`src/rtl/modos_multicanal.sv`:
```
// modos_multicanal: per-channel debounced button FSM (short press / hold) driving saturating LED levels.
// Define MODOS_DECAY_EN to add the shared level-decay timer; without it levels move only on presses.
module modos_multicanal #(
  parameter int N_CH         = 4,
  parameter int LVL_W        = 2,
  parameter int DEB_CYCLES   = 1_000_000,
  parameter int HOLD_CYCLES  = 250_000_000,
  parameter int DECAY_CYCLES = 500_000_000,
  parameter int TEST_DIV     = 10
) (
  input  logic                    clk,
  input  logic                    Bot_Reset,
  input  logic                    Bot_Test,
  input  logic [N_CH-1:0]         Bot_In,
  output logic [N_CH*LVL_W-1:0]   nivel,
  output logic [N_CH-1:0]         pulso_corto,
  output logic [N_CH-1:0]         pulso_largo,
  output logic [N_CH-1:0]         senal_5seg
);

  localparam int CNT_W = $clog2(HOLD_CYCLES + 1);
  localparam logic [CNT_W-1:0] DEB_LIM    = CNT_W'(DEB_CYCLES - 1);
  localparam logic [CNT_W-1:0] HOLD_LIM_N = CNT_W'(HOLD_CYCLES - 1);
  localparam logic [CNT_W-1:0] HOLD_LIM_T = CNT_W'(HOLD_CYCLES / TEST_DIV - 1);
  localparam logic [LVL_W-1:0] LVL_MAX    = '1;

  typedef enum logic [2:0] {IDLE, DB_ON, PRESSED, HELD, DB_OFF} state_t;

  logic [1:0]      rst_sync_q;
  logic            rst;
  logic [N_CH-1:0] in_meta_q, in_sync_q;
  logic            test_meta_q, test_sync_q;
  logic [CNT_W-1:0] hold_lim;
  logic            tick;

  state_t           st_q  [N_CH];
  state_t           st_d  [N_CH];
  logic [CNT_W-1:0] cnt_q [N_CH];
  logic [CNT_W-1:0] cnt_d [N_CH];
  logic [LVL_W-1:0] lvl_q [N_CH];
  logic [LVL_W-1:0] lvl_d [N_CH];
  logic [N_CH-1:0]  from_held_q, from_held_d;
  logic [N_CH-1:0]  corto_q, corto_d;
  logic [N_CH-1:0]  largo_q, largo_d;
  logic [N_CH-1:0]  senal_q, senal_d;

  // Reset asserts immediately but leaves on a clock edge, so no flop sees a runt release.
  always_ff @(posedge clk or posedge Bot_Reset) begin
    if (Bot_Reset) rst_sync_q <= 2'b11;
    else           rst_sync_q <= {rst_sync_q[0], 1'b0};
  end
  assign rst = rst_sync_q[1];

  always_ff @(posedge clk or posedge rst) begin
    if (rst) begin
      in_meta_q   <= '0;
      in_sync_q   <= '0;
      test_meta_q <= 1'b0;
      test_sync_q <= 1'b0;
    end else begin
      in_meta_q   <= Bot_In;
      in_sync_q   <= in_meta_q;
      test_meta_q <= Bot_Test;
      test_sync_q <= test_meta_q;
    end
  end

  assign hold_lim = test_sync_q ? HOLD_LIM_T : HOLD_LIM_N;

`ifdef MODOS_DECAY_EN
  localparam int DEC_W = $clog2(DECAY_CYCLES + 1);
  localparam logic [DEC_W-1:0] DEC_LIM_N = DEC_W'(DECAY_CYCLES - 1);
  localparam logic [DEC_W-1:0] DEC_LIM_T = DEC_W'(DECAY_CYCLES / TEST_DIV - 1);

  logic [DEC_W-1:0] dec_q, dec_d;

  always_comb begin
    tick  = dec_q >= (test_sync_q ? DEC_LIM_T : DEC_LIM_N);
    dec_d = tick ? '0 : dec_q + DEC_W'(1);
  end

  always_ff @(posedge clk or posedge rst) begin
    if (rst) dec_q <= '0;
    else     dec_q <= dec_d;
  end
`else
  // No decay timer: the tick is constantly low and DECAY_CYCLES only keeps the interface uniform.
  assign tick = (DECAY_CYCLES < 0);
`endif

  always_comb begin
    for (int i = 0; i < N_CH; i++) begin
      st_d[i]        = st_q[i];
      cnt_d[i]       = cnt_q[i];
      from_held_d[i] = from_held_q[i];
      corto_d[i]     = 1'b0;
      largo_d[i]     = 1'b0;
      case (st_q[i])
        IDLE: begin
          if (in_sync_q[i]) begin
            st_d[i]  = DB_ON;
            cnt_d[i] = '0;
          end
        end
        DB_ON: begin
          if (!in_sync_q[i]) begin
            st_d[i] = IDLE;
          end else if (cnt_q[i] == DEB_LIM) begin
            st_d[i]  = PRESSED;
            cnt_d[i] = '0;
          end else begin
            cnt_d[i] = cnt_q[i] + CNT_W'(1);
          end
        end
        PRESSED: begin
          if (!in_sync_q[i]) begin
            st_d[i]        = DB_OFF;
            from_held_d[i] = 1'b0;
            cnt_d[i]       = '0;
          end else if (cnt_q[i] >= hold_lim) begin
            st_d[i]    = HELD;
            largo_d[i] = 1'b1;
          end else begin
            cnt_d[i] = cnt_q[i] + CNT_W'(1);
          end
        end
        HELD: begin
          if (!in_sync_q[i]) begin
            st_d[i]        = DB_OFF;
            from_held_d[i] = 1'b1;
            cnt_d[i]       = '0;
          end
        end
        DB_OFF: begin
          // A bounce during release returns to the previous pressed state; hold timing restarts.
          if (in_sync_q[i]) begin
            st_d[i]  = from_held_q[i] ? HELD : PRESSED;
            cnt_d[i] = '0;
          end else if (cnt_q[i] == DEB_LIM) begin
            st_d[i]    = IDLE;
            corto_d[i] = !from_held_q[i];
          end else begin
            cnt_d[i] = cnt_q[i] + CNT_W'(1);
          end
        end
        default: st_d[i] = IDLE;
      endcase

      senal_d[i] = (st_d[i] == HELD) || ((st_d[i] == DB_OFF) && from_held_d[i]);

      // Hold refill wins; otherwise a short press and a decay tick in the same cycle cancel.
      lvl_d[i] = lvl_q[i];
      if (largo_d[i]) begin
        lvl_d[i] = LVL_MAX;
      end else if (corto_d[i] && !tick) begin
        if (lvl_q[i] != LVL_MAX) lvl_d[i] = lvl_q[i] + LVL_W'(1);
      end else if (!corto_d[i] && tick) begin
        if (lvl_q[i] != '0) lvl_d[i] = lvl_q[i] - LVL_W'(1);
      end
    end
  end

  always_ff @(posedge clk or posedge rst) begin
    if (rst) begin
      for (int i = 0; i < N_CH; i++) begin
        st_q[i]  <= IDLE;
        cnt_q[i] <= '0;
        lvl_q[i] <= '0;
      end
      from_held_q <= '0;
      corto_q     <= '0;
      largo_q     <= '0;
      senal_q     <= '0;
    end else begin
      for (int i = 0; i < N_CH; i++) begin
        st_q[i]  <= st_d[i];
        cnt_q[i] <= cnt_d[i];
        lvl_q[i] <= lvl_d[i];
      end
      from_held_q <= from_held_d;
      corto_q     <= corto_d;
      largo_q     <= largo_d;
      senal_q     <= senal_d;
    end
  end

  always_comb begin
    nivel = '0;
    for (int i = 0; i < N_CH; i++) nivel[i*LVL_W +: LVL_W] = lvl_q[i];
  end

  assign pulso_corto = corto_q;
  assign pulso_largo = largo_q;
  assign senal_5seg  = senal_q;

endmodule

```
`config.mk`:
```
export PLATFORM = sky130hd
export DESIGN_NAME = modos_multicanal
export DESIGN_NICKNAME = d
export VERILOG_FILES = /design/src/rtl/modos_multicanal.sv
export SDC_FILE = /design/constraint.sdc
export NUM_CORES = 1
export LEC_CHECK = 0
export ABC_AREA = 1
export BUFFER_PORTS_ARGS = -buffer_cell sky130_fd_sc_hd__buf_2
export CAP_MARGIN = 5
export CORE_ASPECT_RATIO = 1.2
export CORE_MARGIN = 4
export CORE_UTILIZATION = 30
export CTS_CLUSTER_SIZE = 28
export DETAILED_ROUTE_END_ITERATION = 8
export GPL_TIMING_DRIVEN = 0
export PLACE_DENSITY = 0.49
export SLEW_MARGIN = 25
export SYNTH_ARGS = -nofsm -noshare
export SYNTH_HDL_FRONTEND = slang
export SYNTH_SLANG_ARGS = --single-unit
```
`constraint.sdc`:
```
create_clock -name clk -period 4.6 [get_ports clk]
set_clock_uncertainty 0.15 [all_clocks]
set_input_delay 0.23 -clock clk [delete_from_list [all_inputs] [get_ports clk]]
set_output_delay 0.23 -clock clk [all_outputs]
set_load 0.01 [all_outputs]
```
Word-level counts from Yosys, hierarchy flattened
Cells that the tools add are included.
- register bits: 160
- bits in latches: 0
- bits in writable memories: 0
- ROM bits: 0
- input bits: 7
- output and inout port bits: 20
- word-level logic and storage cells: 246
- memories kept: 0
- add/sub/neg operators: 8
- multipliers: 0
- divide/modulo/power cells: 0
- $lt $le $gt $ge: 4
- equality and inequality tests: 52
- shift-type cells: 0
- multiplexer cells: 125
- bitwise gates (word level): 0
- reductions and logical operators: 36
- operators by type and width (kind ; number):
    28-bit two-way mux ; 33
    28-bit case mux with 5 select lines ; 4
    28-bit by 1-bit adder with 28-bit output (second input constant) ; 4
    28-bit by 20-bit equality test with 1-bit output (second input constant) ; 4
    28-bit greater-or-equal comparator ; 4
    3-bit two-way mux ; 32
    3-bit case mux with 5 select lines ; 4
    3-bit by 2-bit equality test with 1-bit output (second input constant) ; 12
    1-bit two-way mux ; 36
    2-bit inequality test (second input constant) ; 16
    3-bit equality test (second input constant) ; 8
    2-bit two-way mux ; 12
    3-bit inequality test (second input constant) ; 8
    6-bit AND reduction ; 4
    5-bit nonzero test ; 4
    2-bit nonzero test ; 8
    3-bit by 1-bit equality test with 1-bit output (second input constant) ; 4
    3-bit logical NOT ; 4
    2-bit by 1-bit adder with 2-bit output (second input constant) ; 4
    1-bit case mux with 2 select lines ; 4
    2-bit AND reduction ; 4
    1-bit logical AND ; 4
    1-bit logical NOT ; 4
    1-bit logical OR ; 4

Logic depth before layout (Yosys ltp)
- word-level depth: 8
- mapped depth: 16
- mapped depth without buffers: 15

Worst setup path before layout
No wires, ideal clock.
- path type: register -> register
- start point: register test_sync_q
- end point: register cnt_q[56] (netlist name)
- setup time: 0.118 ns
- arrival time: 2.922 ns
- data required time: 4.332 ns
- setup slack: 1.410 ns
- stages on the path, launching flop included: 17
- buffers on the path: 2
- period minus slack after synthesis: 3.190 ns
- path through: dfrtp_1 -> inv_1 -> ha_1 -> nand2_1 -> inv_1 -> nand2_1 -> nor2_1 -> nor2_1 -> nand2_1 -> nand2_1 -> nand2_1 -> nand2_1 -> nand2_1 -> buf_6 -> buf_6 -> nand2_1 -> nand2_1
- longest elaborated chain between the ends: 4
- RTL lines (item ; RTL line ; text):
    from (decl) ; 32 ; logic test_meta_q, test_sync_q;
    from (signal assigned) ; 64 ; test_sync_q <= test_meta_q;
    28-bit two-way mux ; 68 ; assign hold_lim = test_sync_q ? HOLD_LIM_T : HOLD_LIM_N;
    28-bit greater-or-equal comparator ; 120 ; end else if (cnt_q[i] >= hold_lim) begin
    3-bit inequality test (no line) ; n/a ;
    6-bit AND reduction (no line) ; n/a ;
    to (signal, indexed assignment) ; 177 ; cnt_q[i] <= cnt_d[i];
    to (decl) ; 38 ; logic [CNT_W-1:0] cnt_q [N_CH];
No other way between the ends.
A chain may end at the register's enable or synchronous reset.

Worst setup path after layout
- start point: register test_sync_q
- end point: register cnt_q[73] (netlist name)
Same word-level chain as after synthesis.

==> impl_metrics.py <==
metrics = {
    "outcome": {
        "status": "finished, final reports clean",
    },
    "global_routing": {
        "gr-total-overflow": 0,
        "grt_start_max_net_pins": 29,
        "grt_pass1_vias": 14600,
        "antenna_found_initial": 0,
        "grt_pass1_wl_microns": 78700,
        "globalRouteTotalUtil_pct": 19.5,
    },
    "timing": {
        "relSlewSlack_pct": 53.3,
        "max_clock_freq_mhz": 278,
        "fin_crit_ps": 3590,
        "timing.final.ws_setup_ps": 1010,
        "rsz0062_at_grt": "false",
        "tightest_slew_ps": 701,
        "finalCritPeriodShare_pct": 78.1,
        "finalHoldViolCount": 0,
        "finalMaxSlewViolations": 0,
        "finalSetupViolations": 0,
    },
    "cts": {
        "h-tree-depth": 4,
        "cts_sinks": 160,
        "insertion_delay_ps": 510,
        "clockBufferDepth": 2,
        "numCtsBuffers": 17,
        "clkTransAtPathRegs_ps": 70,
        "cts_root_buf": "clkbuf_16",
        "cts_tree": "yes",
    },
    "yosys": {
        "synthCells": 2338,
        "ys_types": 45,
        "ys_seq_area_share_pct": 28.2,
        "async_flop_share_pct": 100,
        "synthTopCellsByArea": "dfrtp_1 28%, nand2_1 23%, nand3_1 12%",
        "synth.most_common_cell": "nand2_1",
        "synth-warning-count": 0,
        "synth_largest_area_cell": "dfrtp_1",
        "synth_edf_count": 0,
        "avgSynthCellArea_sq_um": 6.08,
        "synth_area_sq_um": 14200,
        "synth_commonest_cells": "856 x nand2_1, 337 x nand3_1, 285 x nor2_1",
        "synth_top_area_share_pct": 27.8,
        "synth_nets": 2409,
        "synth_seq_cells": 160,
        "synth-main-ff-cell": "dfrtp_1",
    },
    "critical_path": {
        "crit_required_ps": 4880,
        "crit_type": "flop to flop",
        "cpPeakStageDelay_ps": 570,
        "slowest_stage": "dfrtp_2",
        "end_kind": "flop",
        "critPathMaxFanout": 24,
        "crit_path_start_kind": "flop",
        "arrival_ps": 3880,
        "crit_chain": "buf_12, inv_2, ha_1, nand2_1, nor2_1, nand2_1, nand3_1, a21oi_1, a21oi_1, nor2_2, buf_2, nand2_1, nand2_1",
        "path_common_cell": "nand2_1",
    },
    "die": {
        "initial_utilization_pct": 30.3,
        "die_area_sq_um": 50900,
        "dieHeight_microns": 246,
        "io_pins": 27,
        "die_w_microns": 207,
        "rows": 87,
        "fp.coreArea_sq_um": 46900,
    },
    "placement": {
        "gp_congestion": 0.928,
        "dp_slack_ps": 982,
        "port_buffers": 26,
        "hpwl_microns": 36900,
        "dpl_cell_area_sq_um": 15300,
    },
    "routing": {
        "wire_per_inst_microns": 16.1,
        "num_vias": 15500,
        "drt_iter0_markers": 1022,
        "drt_pre_antenna_iters": 5,
        "ant_nets": 0,
        "viasPerCell": 5.10,
        "wirelength_microns": 48900,
        "drc": 0,
    },
    "cells_and_area": {
        "drive_above_1_share_pct": 5.94,
        "final_core_util_pct": 33.9,
        "finalNetCount": 2467,
        "fin_area_sq_um": 15900,
        "syn2layout_area_growth_pct": 12.1,
        "n_antenna_cell": 0,
    },
    "run": {
        "drv_cap": 0,
    },
    "power_and_ir_drop": {
        "powerDensity_nw_per_um2": 209,
        "leakagePower_nw": 7.81,
        "ir_drop_mv": 0.284,
    },
    "hold_path": {
        "min_path_type": "flop to asynchronous set/reset pin",
    },
}
-- area by class of cell --
| class | count | area, sq um |
|---|---|---|
| Sequential cell | 160 | 4010 |
| Fill cell | 5179 | 31000 |
| Clock inverter | 11 | 128 |
| Tap cell | 623 | 779 |
| Buffer | 81 | 395 |
| Timing Repair Buffer | 39 | 338 |
| Inverter | 227 | 856 |
| Clock buffer | 21 | 470 |
| Multi-Input combinational cell | 1870 | 8950 |
-- registers in the layout, indices dropped and copies added (netlist names), 4 cells and up --
signal,cells
cnt_q,112
st_q,12
nivel,8
from_held_q,4
in_meta_q,4
in_sync_q,4
pulso_corto,4
pulso_largo,4
senal_5seg,4
-- cell families after synthesis --
kind of cell / Yosys count / synth area share (%)
buf+inv: 308 / 8.78
compound gates: 74 / 3.12
xor+xnor: 31 / 1.91
other cells: 1 / 0.0264
simple gates: 1700 / 52.3
fa+ha+maj: 64 / 5.64
flops: 160 / 28.2
-- per-stage QoR --
step	hold WS (ps)	cells	total power, mW	setup TNS (ps)
CTS	87.7	3032	3.39	0
floorplan	-8.50	2338	1.69	0
finish	74.8	3032	3.32	0
global route	98.9	3032	3.48	0
global placement	110	2987	1.81	-51370
detailed placement	77.8	2994	1.83	0
-- final timing paths --
| kind | from | endpoint | slack (ps) | depth (start not counted) |
|---|---|---|---|---|
| worst min-delay path | rst_sync_q[1] | cnt_q[11] | 70 | 1 |
| min in group clk | in_meta_q[2] | in_sync_q[2] | 200 | 0 |
| worst max-delay path | test_sync_q | cnt_q[73] | 1010 | 13 |
| worst min register to register | rst_sync_q[1] | cnt_q[11] | 70 | 1 |
| worst max register to register | test_sync_q | cnt_q[73] | 1010 | 13 |
| max in group asynchronous | rst_sync_q[1] | senal_5seg[2] | 3330 | 4 |
-- timing repair --
item / CTS / global route
buffers inserted: 0 / 0
hold endpoints to repair: 7 / 0
hold buffers: 6 / 0
gates resized for setup: 0 / 0
-- routing by layer --
layer  up-vias  share of wire, %  track usage [%]
met4         0               2.7             7.01
li1       7789                 -                -
met3        73               3.9             3.33
met2       361                49             33.6
met5         -                 0                0
met1      7238                44             24.5
-- cells in the final DEF, fill, tap and decap left out, drive strengths merged, types with 19 or more instances in the layout --
cell type	netlist	layout
a21oi	21	21
buf	39	72
clkbuf	42	63
dfrtp	158	158
ha	64	64
inv	224	226
nand2	865	865
nand3	338	338
nand4	175	175
nor2	294	294
o21ai	33	33
xor2	19	19
-- worst max-delay path: cells and delay by family (launching register included) --
family | cells | cell delay, ps
compound gates | 2 | 600
simple gates | 7 | 810
buf+inv | 3 | 1050
fa+ha+maj | 1 | 340
flops | 1 | 570
-- power breakdown --
part / leakage, nW / total (mW) / internal [mW] / switching, mW
Combinational: 5.34 / 0.336 / 0.0902 / 0.245
Clock: 0.286 / 1.52 / 0.843 / 0.679
Sequential: 2.19 / 1.47 / 1.43 / 0.0343
(Power assumes the default switching activity.)
